File: src/rtl/avalon_bus_arbiter_if.sv
// Avalon-MM master bus bundle between the arbiter and the memory slave.
interface avalon_bus_arbiter_if;
    logic [31:0] address;
    logic [31:0] writedata;
    logic [3:0]  byteenable;
    logic        read;
    logic        write;
    logic        waitrequest;
    logic [31:0] readdata;

    modport master (
        output address, writedata, byteenable, read, write,
        input  waitrequest, readdata
    );

    modport slave (
        input  address, writedata, byteenable, read, write,
        output waitrequest, readdata
    );
endinterface

File: src/rtl/avalon_bus_arbiter.sv
// Shares one Avalon-MM master port between the fetch and load/store units, one transfer at a time.
// Define ARB_ROUND_ROBIN_EN for round-robin on contention; otherwise data has fixed priority.
module avalon_bus_arbiter #(
    parameter int unsigned Timeout = 1024
) (
    input  logic                 clk_i,
    input  logic                 reset_i,
    input  logic                 i_req_i,
    input  logic [31:0]          i_address_i,
    output logic                 i_done_o,
    output logic [31:0]          i_readdata_o,
    input  logic                 d_req_i,
    input  logic                 d_write_i,
    input  logic [31:0]          d_address_i,
    input  logic [31:0]          d_writedata_i,
    input  logic [3:0]           d_byteenable_i,
    output logic                 d_done_o,
    output logic [31:0]          d_readdata_o,
    output logic                 bus_err_o,
    avalon_bus_arbiter_if.master bus
);

    localparam int unsigned StallW = (Timeout > 1) ? $clog2(Timeout) : 1;

    typedef enum logic [1:0] {StIdle, StBusyI, StBusyD} state_e;

    state_e              state_q;
    logic [31:0]         address_q;
    logic [31:0]         writedata_q;
    logic [3:0]          byteenable_q;
    logic                read_q;
    logic                write_q;
    logic                i_done_q;
    logic                d_done_q;
    logic [31:0]         i_rdata_q;
    logic [31:0]         d_rdata_q;
    logic                bus_err_q;
    logic [StallW-1:0]   stall_q;
`ifdef ARB_ROUND_ROBIN_EN
    logic                prefer_d_q;
`endif

    logic i_elig, d_elig, grant_i, grant_d, timed_out;

    always_comb begin
        // A requester is masked during its own done cycle, giving the one-cycle bus gap.
        i_elig = i_req_i && !i_done_q;
        d_elig = d_req_i && !d_done_q;
`ifdef ARB_ROUND_ROBIN_EN
        grant_d = d_elig && (!i_elig || prefer_d_q);
`else
        grant_d = d_elig;
`endif
        grant_i = i_elig && !grant_d;
        // Current cycle is the Timeout-th consecutive stall cycle.
        timed_out = (Timeout != 0) && (stall_q == StallW'(Timeout - 1));
    end

    always_ff @(posedge clk_i) begin
        if (reset_i) begin
            state_q      <= StIdle;
            address_q    <= '0;
            writedata_q  <= '0;
            byteenable_q <= '0;
            read_q       <= 1'b0;
            write_q      <= 1'b0;
            i_done_q     <= 1'b0;
            d_done_q     <= 1'b0;
            i_rdata_q    <= '0;
            d_rdata_q    <= '0;
            bus_err_q    <= 1'b0;
            stall_q      <= '0;
`ifdef ARB_ROUND_ROBIN_EN
            prefer_d_q   <= 1'b1;
`endif
        end else begin
            i_done_q  <= 1'b0;
            d_done_q  <= 1'b0;
            bus_err_q <= 1'b0;
            case (state_q)
                StIdle: begin
                    if (grant_d) begin
                        address_q    <= d_address_i;
                        writedata_q  <= d_writedata_i;
                        byteenable_q <= d_byteenable_i;
                        read_q       <= !d_write_i;
                        write_q      <= d_write_i;
                        stall_q      <= '0;
                        state_q      <= StBusyD;
`ifdef ARB_ROUND_ROBIN_EN
                        prefer_d_q   <= 1'b0;
`endif
                    end else if (grant_i) begin
                        address_q    <= i_address_i;
                        writedata_q  <= '0;
                        byteenable_q <= 4'b1111;
                        read_q       <= 1'b1;
                        write_q      <= 1'b0;
                        stall_q      <= '0;
                        state_q      <= StBusyI;
`ifdef ARB_ROUND_ROBIN_EN
                        prefer_d_q   <= 1'b1;
`endif
                    end
                end
                StBusyI, StBusyD: begin
                    if (!bus.waitrequest || timed_out) begin
                        read_q    <= 1'b0;
                        write_q   <= 1'b0;
                        state_q   <= StIdle;
                        i_done_q  <= (state_q == StBusyI);
                        d_done_q  <= (state_q == StBusyD);
                        // Still stalled here means this completion is a timeout abort.
                        bus_err_q <= bus.waitrequest;
                        if (!bus.waitrequest && read_q) begin
                            if (state_q == StBusyD) begin
                                d_rdata_q <= bus.readdata;
                            end else begin
                                i_rdata_q <= bus.readdata;
                            end
                        end
                    end else begin
                        stall_q <= stall_q + 1'b1;
                    end
                end
                default: state_q <= StIdle;
            endcase
        end
    end

    assign bus.address    = address_q;
    assign bus.writedata  = writedata_q;
    assign bus.byteenable = byteenable_q;
    assign bus.read       = read_q;
    assign bus.write      = write_q;
    assign i_done_o       = i_done_q;
    assign d_done_o       = d_done_q;
    assign i_readdata_o   = i_rdata_q;
    assign d_readdata_o   = d_rdata_q;
    assign bus_err_o      = bus_err_q;

endmodule

File: src/flat_wrapper.sv
// flat-port wrapper written by rule: the top's interface ports become plain ports
module avalon_bus_arbiter_flat 
#(
    parameter int unsigned Timeout = 1024
)
  (clk_i, reset_i, i_req_i, i_address_i, i_done_o, i_readdata_o, d_req_i, d_write_i, d_address_i, d_writedata_i, d_byteenable_i, d_done_o, d_readdata_o, bus_err_o, bus_address, bus_writedata, bus_byteenable, bus_read, bus_write, bus_waitrequest, bus_readdata);
  avalon_bus_arbiter_if bus_i ();
  input  logic clk_i;
  input  logic reset_i;
  input  logic i_req_i;
  input  logic [31:0] i_address_i;
  output logic i_done_o;
  output logic [31:0] i_readdata_o;
  input  logic d_req_i;
  input  logic d_write_i;
  input  logic [31:0] d_address_i;
  input  logic [31:0] d_writedata_i;
  input  logic [3:0] d_byteenable_i;
  output logic d_done_o;
  output logic [31:0] d_readdata_o;
  output logic bus_err_o;
  output wire logic [$bits(bus_i.address)-1:0] bus_address;
  output wire logic [$bits(bus_i.writedata)-1:0] bus_writedata;
  output wire logic [$bits(bus_i.byteenable)-1:0] bus_byteenable;
  output wire logic [$bits(bus_i.read)-1:0] bus_read;
  output wire logic [$bits(bus_i.write)-1:0] bus_write;
  input wire logic [$bits(bus_i.waitrequest)-1:0] bus_waitrequest;
  input wire logic [$bits(bus_i.readdata)-1:0] bus_readdata;
  assign bus_address = bus_i.address;
  assign bus_writedata = bus_i.writedata;
  assign bus_byteenable = bus_i.byteenable;
  assign bus_read = bus_i.read;
  assign bus_write = bus_i.write;
  assign bus_i.waitrequest = bus_waitrequest;
  assign bus_i.readdata = bus_readdata;
  avalon_bus_arbiter #(.Timeout(Timeout)) u_core (.clk_i(clk_i), .reset_i(reset_i), .i_req_i(i_req_i), .i_address_i(i_address_i), .i_done_o(i_done_o), .i_readdata_o(i_readdata_o), .d_req_i(d_req_i), .d_write_i(d_write_i), .d_address_i(d_address_i), .d_writedata_i(d_writedata_i), .d_byteenable_i(d_byteenable_i), .d_done_o(d_done_o), .d_readdata_o(d_readdata_o), .bus_err_o(bus_err_o), .bus(bus_i));
endmodule
File: config.mk
export PLATFORM = sky130hd
export DESIGN_NAME = avalon_bus_arbiter_flat
export DESIGN_NICKNAME = d
export VERILOG_FILES = /design/src/rtl/avalon_bus_arbiter_if.sv /design/src/rtl/avalon_bus_arbiter.sv /design/src/flat_wrapper.sv
export SDC_FILE = /design/constraint.sdc
export NUM_CORES = 1
export LEC_CHECK = 0
export ABC_AREA = 0
export CAP_MARGIN = 40
export CORE_MARGIN = 2
export CORE_UTILIZATION = 37
export DETAILED_ROUTE_END_ITERATION = 8
export PLACE_DENSITY = 0.78
export SETUP_SLACK_MARGIN = 0.4
export SLEW_MARGIN = 0
export SYNTH_ARGS = -nofsm -noshare
export SYNTH_HDL_FRONTEND = slang
export SYNTH_SLANG_ARGS = --single-unit
File: constraint.sdc
create_clock -name clk_i -period 1.6 [get_ports clk_i]
set_input_delay 0.32 -clock clk_i [delete_from_list [all_inputs] [get_ports clk_i]]
set_output_delay 0.32 -clock clk_i [all_outputs]
set_load 0.05 [all_outputs]
* Yosys cells after proc, flatten, opt, wreduce, memory -nomap -nowiden
Cells that the tools add are included.
** Storage, ports and cells
- Output and inout bits :: 137
- Bits in registers :: 149
** Operators by class
- Equality and inequality tests :: 6
- Multiplexer cells :: 21
- Bitwise logic cells :: 3
- Add/subtract/negate cells :: 1
- Reduce and logical (&&, ||, !) cells :: 21
** Operator list (count)
- $mux 32 :: 4
- $mux 10 :: 3
- $pmux 10 s2 :: 1
- $add 10x1->10 const B :: 1
- $eq 10x10->1 const B :: 1
- $mux 4 :: 2
- $reduce_and 4->1 :: 2
- $mux 2 :: 3
- $reduce_and 3->1 :: 2
- $logic_not 1->1 :: 5
- $mux 1 :: 5
- $logic_and 1x1->1 :: 4
- $pmux 1 s2 :: 2
- $pmux 2 s2 :: 1
- $reduce_and 2->1 :: 2
- $reduce_bool 2->1 :: 2
- $ne 3x1->1 const B :: 1
- $not 1->1 :: 3
- $reduce_or 3->1 :: 1
- $eq 2x1->1 const B :: 1
- $eq 2x2->1 const B :: 1
- $logic_not 2->1 :: 1
- $ne 2x1->1 const B :: 1
- $ne 2x2->1 const B :: 1
- 2 further kinds :: 2

* Longest topological paths before layout
- Depth after elaboration :: 7
- Depth in mapped cells :: 8
- Mapped depth without buffers :: 6

* Worst setup path before layout
No wires, ideal clock.
- Kind :: register to register
- From :: register u_core.i_done_q (netlist: u_core.i_done_o)
- To :: register u_core.stall_q[5]
- Data arrival time :: 1.665 ns
- Path buffers :: 1
- Required time :: 1.478 ns
- Clock period less this slack :: 1.787 ns
- Slack :: -0.187 ns
- Setup time :: 0.122 ns
- Stages on the path, launching flop included :: 6
- Path through :: dfxtp_1 > nand2b_4 > buf_6 > a31oi_1 > and3_1 > a221o_1
** Between the ends
- Cells in the longest elaborated chain, start to end :: 5
** Ends and longest elaborated chain
- start: declaration :: RTL line avalon_bus_arbiter.sv:33 : logic i_done_q;
- start signal: assignment :: RTL line avalon_bus_arbiter.sv:111 : i_done_q <= (state_q == StBusyI);
- $logic_not 1->1 :: RTL line avalon_bus_arbiter.sv:47 : i_elig = i_req_i && !i_done_q;
- $logic_and 1x1->1 :: RTL line avalon_bus_arbiter.sv:47
- $logic_and 1x1->1 :: RTL line avalon_bus_arbiter.sv:54 : grant_i = i_elig && !grant_d;
- $ne 3x1->1 (no source line)
- $reduce_and 3->1 (no source line)
- end signal: assignment :: RTL line avalon_bus_arbiter.sv:123 : stall_q <= stall_q + 1'b1;
- end: declaration :: RTL line avalon_bus_arbiter.sv:38 : logic [StallW-1:0] stall_q;
No other way between the ends.
A chain may end at the register's enable or synchronous reset.

* Worst setup path in the final report
- From :: register u_core.state_q[1]
- To :: register u_core.writedata_q[26] (netlist: u_core.bus.writedata[26])
** Between the ends
- Cells in the longest elaborated chain, start to end :: 2
** Ends and longest elaborated chain
- start: declaration :: RTL line avalon_bus_arbiter.sv:27 : state_e state_q;
- start signal: assignment :: RTL line avalon_bus_arbiter.sv:61 : state_q <= StIdle;
- start signal: assignment :: RTL line avalon_bus_arbiter.sv:89 : state_q <= StBusyD;
- start signal: assignment :: RTL line avalon_bus_arbiter.sv:100 : state_q <= StBusyI;
- $logic_not 2->1 :: RTL line avalon_bus_arbiter.sv:80 : case (state_q)
- $reduce_and 2->1 (no source line)
- end signal: assignment :: RTL line avalon_bus_arbiter.sv:84 : writedata_q <= d_writedata_i;
- end: declaration :: RTL line avalon_bus_arbiter.sv:29 : logic [31:0] writedata_q;
No other way between the ends.

==> run_results.csv <==
group,metric,value,unit
detailed_routing,vias_per_cell,5.18,
clock_tree,numCtsBuffers,17,
global_route,grt_max_degree,70,
global_route,grt_overflow,0,
placed_design,place_inst,1162,
global_route,antenna_found_initial,0,
die,ios,275,
synthesis,ys_seq_elements,149,
synthesis,yosysWarnings,0,
synthesis,yosys.area_share.xor_xnor,0,%
pwr,p_leak,4.48,nW
placed_design,dp_hpwl,12800,µm
detailed_routing,drtPass1Iterations,4,
die,initial_core_util,38.0,%
sta,fmax,617,MHz
synthesis,syn-cell-area,5800,µm²
cells_and_area,layout_commonest_cell,"nand2_1",
clock_tree,cts-htree-levels,4,
sta,rsz0062_at_grt,"true",
worst_setup_path,path_class,"reg -> reg",
hold_path,worst_hold_path_type,"in -> reg",
pwr,powerDensity,1090,nW/µm²
hold_path,hold_depth,2,
synthesis,synth_cell_types,47,
placed_design,gp_congestion,0.872,
worst_setup_path,critPathArrivalTime,1.91,ns
detailed_routing,wirelength,22200,µm
cells_and_area,insertedDiodeCount,0,
sta,worstMarginPinSlew,0.386,ns
die,fp.dieH,129,µm
sta,final.setup_skew,0.00858,ns
detailed_routing,ant_nets,0,
clock_tree,cts.sinks,149,
die,fp.coreArea,15300,µm²
synthesis,synth_top_family_by_area,"simple AND/OR/NAND/NOR gates",
synthesis,synth-compound-area-share,19.7,%
worst_setup_path,rr_worst_depth,7,
sta,setup_ws,-0.0208,ns
synthesis,synthesis.instances,698,
worst_setup_path,start_kind,"flip-flop",
status,violations,"negative setup slack",
synthesis,seq_area_frac_synth,51.4,%
pwr,total_power,11.8,mW
worst_setup_path,crit-reg2reg-launch,"u_core.state_q[1]",
synthesis,synth-main-ff-cell,"dfxtp_1",
cells_and_area,num-fill-cells,1036,
worst_setup_path,endpoint_kind,"flip-flop",
sta,period_share,101,%
clock_tree,ctsHoldBuffers,0,
cells_and_area,nets,1158,
sta,slew_viol_final,0,
cells_and_area,fin_util,71.3,%
cells_and_area,final_cell_count_no_fill,1238,
hold_path,hold_end,"u_core.state_q[0]",
global_route,grt_pass1_wl,29600,µm
clock_tree,clk_pin_slew,0.06,ns
sta,relSlewSlack,74.2,%
synthesis,synth_edf_count,0,
pwr,max-vdd-ir-drop,0.812,mV
sta,finalCriticalPeriod,1.62,ns
hold_path,hp-start,"reset_i",
clock_tree,clock_latency,0.42,ns
clock_tree,cts_root_buf,"clkbuf_16",
detailed_routing,first_iter_violations,450,
global_route,grt_pass1_vias,5718,
synthesis,synthArstFlopShare,0,%
synthesis,muxShareOfSynthArea,0.194,%
detailed_routing,wl_per_cell,17.9,µm
run,cap_violations,0,
die,die_area,16700,µm²
synthesis,synth-adder-area-share,1.08,%
detailed_routing,drc,0,
clock_tree,cts_buffer_depth,2,
synthesis,synth-simple-area-share,23.2,%
synthesis,syn_nets,841,
placed_design,numPortBuffers,274,
sta,setup_viol,4,
die,die_w,129,µm
cells_and_area,final_cell_mix,"nand2_1 (165), buf_4 (155), clkdlybuf4s50_1 (135), dfxtp_1 (111), nor2_1 (72)",
clock_tree,cts_tree,"built",
cells_and_area,area_growth,87.5,%
cells_and_area,layout-drive-gt1-share,42.7,%
sta,hold_viol,0,
global_route,grt.total_usage,22.5,%
worst_setup_path,worstPathMaxFanout,8,
synthesis,avgSynthCellArea,8.32,µm²
status,outcome,"finished with violations",
worst_setup_path,startpoint,"u_core.state_q[1]",
worst_setup_path,r2r-end,"u_core.bus.writedata[26]",
die,rows,45,
worst_setup_path,crit_required,1.89,ns
worst_setup_path,rrSetupSlack,-0.02,ns
detailed_routing,vias,6411,
## worst max-delay path by stage
stage	endpoint	slack, ns	cells past startpoint
after floorplan	u_core.stall_q[5]	0.1	5
after global placement	u_core.stall_q[5]	-0.25	5
after detailed placement	u_core.d_readdata_o[11]	-0.29	6
after CTS	u_core.state_q[1]	0.07	7
after global routing	u_core.bus.writedata[26]	-0.10	7
final	u_core.bus.writedata[26]	-0.02	7
## flip-flops by register name, indices dropped and copies added (netlist names)
name                   cells
u_core.i_readdata_o       32
u_core.bus.address        32
u_core.state_q             2
u_core.bus.write           1
u_core.bus.read            1
u_core.d_readdata_o       32
u_core.i_done_o            1
u_core.bus_err_o           1
u_core.bus.writedata      32
u_core.bus.byteenable      4
u_core.stall_q            10
u_core.d_done_o            1
## power by group
group / total (mW) / switching (mW) / internal [mW]
clock network: 4.19 / 1.60 / 2.58
logic: 3.50 / 1.94 / 1.56
registers: 4.15 / 0.182 / 3.97
total: 11.8 / 3.73 / 8.11
## layer usage
metal,vias to the layer above,wire length (µm),GRT usage (%)
met2,245,11600,38.8
met3,45,1290,5.90
li1,3045,-,-
met4,0,507,7.93
met1,3076,8770,27.1
met5,-,0,0
## layout make-up
cell class	instances	area [µm²]	share of cell area, %
Multi-Input combinational cell	492	3370	31.0
Tap cell	211	264	2.43
Sequential cell	149	3040	28.0
Inverter	2	7.51	0.0690
Clock buffer	20	468	4.30
Timing Repair Buffer	353	3580	32.9
Clock inverter	11	149	1.37
## stage by stage
step / setup TNS [ns] / worst slack (ns) / hold WS [ns] / area, µm²
floorplan: 0 / 0.0994 / 0.456 / 6110
global placement: -27.31 / -0.248 / 0.442 / 8780
detailed placement: -30.63 / -0.287 / 0.447 / 8780
CTS: 0 / 0.0701 / 0.241 / 9780
global route: -0.471 / -0.103 / 0.273 / 10900
finish: -0.0528 / -0.0208 / 0.263 / 10900
## cells in the mapped netlist (3+ instances only)
master	n	share of area (%)
buf_2	20	1.7
a31oi_1	3	0.32
and3_1	7	0.75
nor2b_1	4	0.43
nand3_1	5	0.43
o21ai_0	4	0.34
a311oi_1	32	4.8
and2_1	6	0.65
nand4_1	3	0.32
a22oi_1	32	4.1
o21a_1	3	0.39
clkbuf_1	30	1.9
ha_1	5	1.1
nor3_1	6	0.52
dfxtp_1	149	51
nor2_1	75	4.9
nand2b_1	4	0.43
nand2_1	202	13
a21oi_1	70	6.0
## cell families after synthesis
| kind of cell | Yosys count |
|---|---|
| AND/OR/NAND/NOR | 322 |
| AO/OA/AOI/OAI | 164 |
| adder cells (fa/ha/maj) | 5 |
| buffers and inverters | 57 |
| multiplexers | 1 |
| flip-flops | 149 |
## worst max-delay path, stage by stage (launching register included)
cell	delay, ns
dfxtp_2	0.33
inv_2	0.08
ha_4	0.16
buf_4	0.14
a21bo_4	0.26
bufbuf_16	0.29
a22oi_2	0.15
nor2_1	0.08
## timing repair
action / CTS / global route
setup endpoints to repair: 286 / 286
gates resized for setup: 40 / 229
setup buffers: 14 / 21
pin swaps: 17 / 75
gates cloned: 4 / 6
No activity file was read; power rests on OpenSTA's default activity.
